--- src/rtl/btn_pkg.sv ---
// Shared definitions for the push-button UI blocks: FSM state type and 100 MHz timing defaults.
package btn_pkg;

  typedef enum logic [1:0] {S_UP, S_DOWN, S_HOLD} btn_state_t;

  localparam int unsigned DEF_DEBOUNCE_CYCLES = 1_000_000;
  localparam int unsigned DEF_REPEAT_DELAY    = 50_000_000;
  localparam int unsigned DEF_REPEAT_PERIOD   = 10_000_000;
  localparam int unsigned DEF_CNT_W           = 26;

endpackage

--- src/rtl/debounce_filter.sv ---
// Two-flop synchronizer plus stable-count debounce; emits the filtered level and registered
// rise/fall strobes coincident with the level change.
module debounce_filter
  import btn_pkg::*;
#(
  parameter int unsigned DEBOUNCE_CYCLES = DEF_DEBOUNCE_CYCLES,
  parameter int unsigned CNT_W           = DEF_CNT_W
) (
  input  logic clk,
  input  logic rst_n,
  input  logic din_i,
  output logic level_o,
  output logic rise_o,
  output logic fall_o
);

  logic             s1_q, s2_q;
  logic             lvl_q, rise_q, fall_q;
  logic [CNT_W-1:0] cnt_q, cnt_d;
  logic             flip;

  // The count only survives while s2 keeps disagreeing with the accepted level.
  always_comb begin
    flip  = 1'b0;
    cnt_d = '0;
    if (s2_q != lvl_q) begin
      if (cnt_q == CNT_W'(DEBOUNCE_CYCLES - 1)) flip = 1'b1;
      else                                      cnt_d = cnt_q + CNT_W'(1);
    end
  end

  always_ff @(posedge clk or negedge rst_n) begin
    if (!rst_n) begin
      s1_q   <= 1'b0;
      s2_q   <= 1'b0;
      cnt_q  <= '0;
      lvl_q  <= 1'b0;
      rise_q <= 1'b0;
      fall_q <= 1'b0;
    end else begin
      s1_q   <= din_i;
      s2_q   <= s1_q;
      cnt_q  <= cnt_d;
      lvl_q  <= lvl_q ^ flip;
      rise_q <= flip & ~lvl_q;
      fall_q <= flip & lvl_q;
    end
  end

  assign level_o = lvl_q;
  assign rise_o  = rise_q;
  assign fall_o  = fall_q;

endmodule

--- src/rtl/btn_press_gen.sv ---
// Button front end: debounce, press/release one-shots, long-hold detection and auto-repeat ticks.
module btn_press_gen
  import btn_pkg::*;
#(
  parameter int unsigned DEBOUNCE_CYCLES = DEF_DEBOUNCE_CYCLES,
  parameter int unsigned REPEAT_DELAY    = DEF_REPEAT_DELAY,
  parameter int unsigned REPEAT_PERIOD   = DEF_REPEAT_PERIOD,
  parameter int unsigned CNT_W           = DEF_CNT_W
) (
  input  logic clk,
  input  logic rst_n,
  input  logic btn_raw,
  input  logic repeat_en,
  output logic level,
  output logic press,
  output logic release_p,
  output logic long_hold,
  output logic repeat_tick
);

  logic db_level, db_rise, db_fall;

  debounce_filter #(
    .DEBOUNCE_CYCLES(DEBOUNCE_CYCLES),
    .CNT_W          (CNT_W)
  ) u_debounce (
    .clk    (clk),
    .rst_n  (rst_n),
    .din_i  (btn_raw),
    .level_o(db_level),
    .rise_o (db_rise),
    .fall_o (db_fall)
  );

  btn_state_t       state_q, state_d;
  logic [CNT_W-1:0] hold_cnt_q, hold_cnt_d;
  logic             level_q, press_q, release_q, long_q, tick_q;
  logic             long_d, tick_d;

  // Release is tested before the delay/period expiry so it wins a coincident tick.
  always_comb begin
    state_d    = state_q;
    hold_cnt_d = hold_cnt_q;
    long_d     = long_q;
    tick_d     = 1'b0;
    unique case (state_q)
      S_UP: begin
        long_d = 1'b0;
        if (db_rise) begin
          state_d    = S_DOWN;
          hold_cnt_d = '0;
        end
      end
      S_DOWN: begin
        if (db_fall) begin
          state_d    = S_UP;
          hold_cnt_d = '0;
          long_d     = 1'b0;
        end else if (hold_cnt_q == CNT_W'(REPEAT_DELAY - 1)) begin
          state_d    = S_HOLD;
          hold_cnt_d = '0;
          long_d     = 1'b1;
          tick_d     = repeat_en;
        end else begin
          hold_cnt_d = hold_cnt_q + CNT_W'(1);
        end
      end
      S_HOLD: begin
        if (db_fall) begin
          state_d    = S_UP;
          hold_cnt_d = '0;
          long_d     = 1'b0;
        end else if (hold_cnt_q == CNT_W'(REPEAT_PERIOD - 1)) begin
          hold_cnt_d = '0;
          tick_d     = repeat_en;
        end else begin
          hold_cnt_d = hold_cnt_q + CNT_W'(1);
        end
      end
      default: begin
        state_d    = S_UP;
        hold_cnt_d = '0;
        long_d     = 1'b0;
      end
    endcase
  end

  always_ff @(posedge clk or negedge rst_n) begin
    if (!rst_n) begin
      state_q    <= S_UP;
      hold_cnt_q <= '0;
      level_q    <= 1'b0;
      press_q    <= 1'b0;
      release_q  <= 1'b0;
      long_q     <= 1'b0;
      tick_q     <= 1'b0;
    end else begin
      state_q    <= state_d;
      hold_cnt_q <= hold_cnt_d;
      level_q    <= db_level;
      press_q    <= db_rise;
      release_q  <= db_fall;
      long_q     <= long_d;
      tick_q     <= tick_d;
    end
  end

  assign level       = level_q;
  assign press       = press_q;
  assign release_p   = release_q;
  assign long_hold   = long_q;
  assign repeat_tick = tick_q;

endmodule

--- config.mk ---
export PLATFORM = sky130hd
export DESIGN_NAME = btn_press_gen
export DESIGN_NICKNAME = d
export VERILOG_FILES = /design/src/rtl/btn_pkg.sv /design/src/rtl/debounce_filter.sv /design/src/rtl/btn_press_gen.sv
export SDC_FILE = /design/constraint.sdc
export NUM_CORES = 1
export LEC_CHECK = 0
export ABC_CLOCK_PERIOD_IN_PS = 6400
export BUFFER_PORTS_ARGS = -buffer_cell sky130_fd_sc_hd__buf_2
export CAP_MARGIN = 20
export CORE_UTILIZATION = 45
export CTS_CLUSTER_DIAMETER = 80
export CTS_CLUSTER_SIZE = 12
export DETAILED_ROUTE_END_ITERATION = 16
export PLACE_DENSITY = 0.58
export SETUP_SLACK_MARGIN = 0.05
export SLEW_MARGIN = 15
export SYNTH_ARGS = -nofsm -noshare
export SYNTH_HDL_FRONTEND = slang
export SYNTH_HIERARCHICAL = 1
export SYNTH_SLANG_ARGS = --single-unit
--- constraint.sdc ---
create_clock -name clk -period 6.4 [get_ports clk]
set_input_delay 0 -clock clk [delete_from_list [all_inputs] [get_ports clk]]
set_output_delay 0 -clock clk [all_outputs]
set_load 0.01 [all_outputs]
# After elaboration in Yosys (flattened, before gate mapping)

Index checks and enable logic that the tools add are counted.

Register bits after elaboration: 64
Bits of input ports: 4
Output and inout bits: 5
Word-level logic and storage cells: 55

Add/sub/neg operators: 2
Equal/unequal tests: 9
Mux-type cells: 24
Bitwise gates (word level): 4
Reduce and logical (&&, ||, !) cells: 3

Operators by type and width:

| kind                                                                     | count |
|---|---|
| 26-bit two-way mux                                                       | 7 |
| 26-bit one-hot mux with 3 select lines                                   | 1 |
| 26-bit by 1-bit adder with 26-bit output (second input constant)         | 2 |
| 26-bit by 20-bit equality test with 1-bit output (second input constant) | 1 |
| 26-bit by 24-bit equality test with 1-bit output (second input constant) | 1 |
| 26-bit equality test (second input constant)                             | 1 |
| 1-bit two-way mux                                                        | 9 |
| 2-bit two-way mux                                                        | 4 |
| 2-bit one-hot mux with 3 select lines                                    | 1 |
| 2-bit by 1-bit != test with 1-bit output (second input constant)         | 2 |
| 1-bit one-hot mux with 2 select lines                                    | 2 |
| 3-bit by 2-bit != test with 1-bit output (second input constant)         | 1 |
| 3-bit AND reduction                                                      | 1 |
| 1-bit bitwise AND                                                        | 2 |
| 2-bit by 1-bit equality test with 1-bit output (second input constant)   | 1 |
| 2-bit equality test (second input constant)                              | 1 |
| 2-bit zero test                                                          | 1 |
| 2-bit AND reduction                                                      | 1 |
| 1-bit != test                                                            | 1 |
| 1-bit NOT                                                                | 1 |
| 1-bit XOR                                                                | 1 |

# Depth between registers and ports, before layout

Depth in word-level cells: 4
Depth in mapped cells: 9
Depth with buffers taken out: 7

# Modules after synthesis

The synthesis kept the hierarchy.

Modules (own cells, without submodules):

| module          | times used | cells an instance | area each (µm²) | seq. area each (µm²) |
|---|---|---|---|---|
| btn_press_gen   | 1          | 209               | 1893.1          | 825.8 |
| debounce_filter | 1          | 151               | 1567.8          | 775.7 |

# Least setup slack after synthesis

OpenSTA, ideal clock, no wires.

Path kind: reg-to-reg
From: register hold_cnt_q[7]
To: register hold_cnt_q[16]
Setup time: 0.129 ns
Arrival time: 2.241 ns
Data required time: 6.271 ns
Slack: 4.030 ns
Cell stages (with the launch flop): 10
Buffers on the path: 3
Clock period less this slack: 2.370 ns
Path through: dfrtp_1 buf_6 or4b_1 or4_4 o21ai_2 a21oi_2 buf_6 buf_6 a31oi_4 o31ai_1

Longest elaborated chain between the ends: 4
Elaborated cells on any way between the ends: 8
Those cells by class: add/sub (1); eq/ne (2); mux (5)

RTL lines:

| element                                                          | line                                     | source |
|---|---|---|
| from (decl)                                                      | btn_press_gen.sv:36                      | `logic [CNT_W-1:0] hold_cnt_q, hold_cnt_d;` |
| from (signal assigned)                                           | btn_press_gen.sv:99                      | `hold_cnt_q <= hold_cnt_d;` |
| 26-bit by 1-bit adder with 26-bit output (tied with other cells) | btn_press_gen.sv:65, btn_press_gen.sv:77 |  |
| 26-bit two-way mux, on equally long branches                     | btn_press_gen.sv:73, btn_press_gen.sv:59 |  |
| 26-bit two-way mux, on equally long branches                     | btn_press_gen.sv:69, btn_press_gen.sv:55 |  |
| 26-bit one-hot mux with 3 select lines *                         | btn_press_gen.sv:46                      | `unique case (state_q)` |

Every way passes the cells marked *; elsewhere a longest branch is shown, timed or not.
A chain may end at the register's enable or synchronous reset.

# Worst setup path after layout

From: register hold_cnt_q[13]
To: register hold_cnt_q[15]

The elaborated chain is that of the path after synthesis.

==> flow_metrics.py <==
metrics = {
    "status": {
        "status": "finished, final reports clean",
    },
    "synthesis": {
        "synthFlopType": "dfrtp_1",
        "ys_ff_latch": 64,
        "yosysMostFrequentCell": "dfrtp_1",
        "synth_area_um2": 3460,
        "ys_seq_area_share_pct": 46.3,
        "synth_cells": 360,
        "yosys.area.top_type": "dfrtp_1",
        "synth_cell_types": 50,
        "netlist.area_leader.share_pct": 46.3,
        "synth_common_cells": "64 x dfrtp_1, 39 x nand2_1, 31 x nor2_1",
        "yosys_warnings": 6,
        "syn-num-nets": 370,
        "synth-edff-count": 0,
        "ys_async_sr_fraction_pct": 100,
        "avgSynthCellArea_um2": 9.61,
        "synth_area_leaders": "dfrtp_1 46%, nand2_1 4.2%, nand3_1 3.5%",
    },
    "critical_path": {
        "slowest_delay_ns": 0.67,
        "r2r_slack_ns": 3.61,
        "crit_fanout": 34,
        "required_ns": 6.59,
        "arrival_ns": 2.98,
        "rr_worst_depth": 7,
        "end_kind": "flip-flop",
        "r2r_end": "hold_cnt_q[15]",
        "critPathLaunchType": "flip-flop",
        "cp_cell_sequence": "or4b_2, or4_1, o21ai_2, a21oi_2, buf_4, nand2_1, o311ai_0",
        "path_class": "reg2reg",
        "crit_path_top_delay_cell": "or4b_2",
        "r2r_start": "hold_cnt_q[13]",
    },
    "timing": {
        "maxSlewHeadroom_pct": 32.8,
        "fin_tns_setup_ns": 0,
        "period_share_pct": 43.5,
        "period_needed_ns": 2.79,
        "worst_pin_slew_ns": 1.01,
        "setup_viol": 0,
        "clock_skew_ns": 0.0141,
        "maxSlewViolCount": 0,
        "hold_violations": 0,
        "max_freq_ghz": 0.359,
        "grt_setup_unrepaired": "false",
        "setup_ws_ns": 3.61,
    },
    "clock_network": {
        "clk_latency_ns": 0.35,
        "cts_max_path_buffers": 2,
        "clkSinkCount": 64,
        "tritoncts": "yes",
        "cts_setup_buffers": 0,
        "cts-root-buf": "clkbuf_8",
        "htree_num_levels": 3,
        "cts.clk_slew.worst_paths_ns": 0.08,
        "cts_buffers": 9,
    },
    "power_and_ir_drop": {
        "switching_share_pct": 25.3,
        "pwr-share-comb_pct": 2.2,
        "p_clk_share_pct": 43.4,
        "pwr-share-seq_pct": 54.3,
        "intPower_mw": 0.562,
        "vdd_drop_max_mv": 0.119,
        "p_per_area_nw_per_um2": 200,
        "p_leak_nw": 1.46,
        "switching_power_mw": 0.190,
    },
    "cells_and_area": {
        "syn_to_final_growth_pct": 8.97,
        "drive_gt1_share_pct": 13.3,
        "final_util_pct": 51.4,
        "fin_nets": 380,
        "fill_cells": 697,
        "diodes": 0,
        "reg_top3": "hold_cnt_q (26), u_debounce/cnt_q (26), state_q (2)",
    },
    "die": {
        "start_util_pct": 47.2,
        "core-area_um2": 7330,
        "die_area_um2": 8050,
        "io_pins": 9,
        "fp.dieH_um": 89.7,
        "fp.dieW_um": 89.7,
        "row_count": 31,
    },
    "placement": {
        "dp_slack_ns": 3.64,
        "place.port_buffers": 8,
        "globalplace.congestion": 0.788,
        "dp_hpwl_um": 4680,
    },
    "routing": {
        "via_count": 2791,
        "drt_first_pass_iters": 4,
        "via_per_inst": 5.89,
        "drtIter0Drc": 151,
        "drtAntennaViolNets": 0,
        "wl_um": 7330,
        "drc_errors": 0,
        "wl_per_cell_um": 15.5,
    },
    "hold_path": {
        "holdPathEnd": "u_debounce/s1_q",
        "min_path_cells": 2,
        "min_path_type": "in2reg",
        "hold_path_startpoint": "btn_raw",
    },
    "flow_run": {
        "max_cap_violations": 0,
    },
    "global_route": {
        "antenna_found_initial": 0,
        "grt_start_max_net_pins": 65,
        "overflow": 0,
        "first_global_vias": 2598,
        "grt.total_usage_pct": 20.9,
        "grt_first_pass_wirelength_um": 12700,
    },
}
==> per-stage QoR <==
step | hold slack [ns] | area, um2 | total power [mW] | instances
finish | 0.285 | 3770 | 0.752 | 474
global route | 0.308 | 3770 | 0.781 | 474
detailed placement | 0.110 | 3560 | 0.433 | 455
global placement | 0.108 | 3560 | 0.433 | 455
CTS | 0.278 | 3770 | 0.762 | 474
floorplan | -0.296 | 3460 | 0.422 | 360
==> critical path, delay by kind of cell (launching register included) <==
kind / cells / cell delay (ns)
AOI/OAI and AO/OA: 3 / 0.41
buffers and inverters: 1 / 0.24
and+or+nand+nor: 3 / 1.53
DFF: 1 / 0.44
==> kinds of logic (layout without fill, tap and decap cells) <==
kind of cell | count (synthesis) | count (layout) | share of synthesized area [%]
muxes | 2 | 2 | 0.651
xor gates and xnor gates | 18 | 18 | 4.56
adders and majority gates | 6 | 6 | 2.17
DFF | 64 | 64 | 46.3
buffers and inverters | 25 | 40 | 3.76
AOI/OAI and AO/OA | 70 | 70 | 14.0
and+or+nand+nor | 175 | 175 | 28.6
==> layout make-up <==
class	count	area [um2]	share of cell area (%)
flip-flops and latches	64	1600	42.5
inverters	9	33.8	0.896
well taps	99	124	3.28
clock buffers	10	138	3.65
repair buffers	15	100	2.65
multi-input cells	271	1730	45.9
clock inverters	6	45.0	1.19
==> layout by cell type, fill, tap and decap left out, types with 6 or more instances in the layout <==
cell	synthesis	final
dfrtp_1	64	64
nand3_1	24	24
nor3_1	10	10
buf_2	5	8
inv_1	9	9
ha_1	6	6
a21oi_1	9	9
xnor2_1	13	13
nand4_1	13	13
clkbuf_8	0	10
and3_1	7	7
nor4_1	6	6
a31oi_1	18	18
or4_1	8	8
o21ai_0	13	13
nor2_1	31	31
nand2_1	39	39
o31ai_1	7	7
==> how the worst max path moves through the flow <==
stage	start	to	slack [ns]	cells after the start
final	hold_cnt_q[13]	hold_cnt_q[15]	3.61	7
after global routing	hold_cnt_q[7]	hold_cnt_q[15]	3.46	7
after CTS	hold_cnt_q[13]	hold_cnt_q[15]	3.61	7
after detailed placement	hold_cnt_q[7]	hold_cnt_q[15]	3.64	7
after global placement	hold_cnt_q[13]	hold_cnt_q[12]	3.68	7
after floorplan	hold_cnt_q[7]	hold_cnt_q[16]	4.03	9
==> power groups by stage <==
stage	clock network (mW)	logic (mW)	registers [mW]
2_1_floorplan	0	0.00583	0.416
3_3_place_gp	0	0.0164	0.417
3_5_place_dp	0	0.0165	0.417
4_1_cts	0.336	0.0179	0.409
5_1_grt	0.352	0.0200	0.409
6_report	0.327	0.0169	0.409
==> metal layers <==
| metal | routed length [um] | vias to the layer above | GRT usage [%] | part of all wire (%) |
|---|---|---|---|---|
| met4 | 131 | 0 | 8.66 | 1.8 |
| met2 | 3460 | 25 | 34.6 | 47 |
| li1 | - | 1355 | - | - |
| met1 | 3590 | 1400 | 27.5 | 49 |
| met3 | 146 | 11 | 3.29 | 2.0 |
| met5 | 0 | - | 0 | 0 |
==> repair_timing <==
item,in CTS,in global routing
resized for setup,0,0
hold buffers,3,0
hold endpoints to repair,66,0
(Power assumes the default switching activity.)
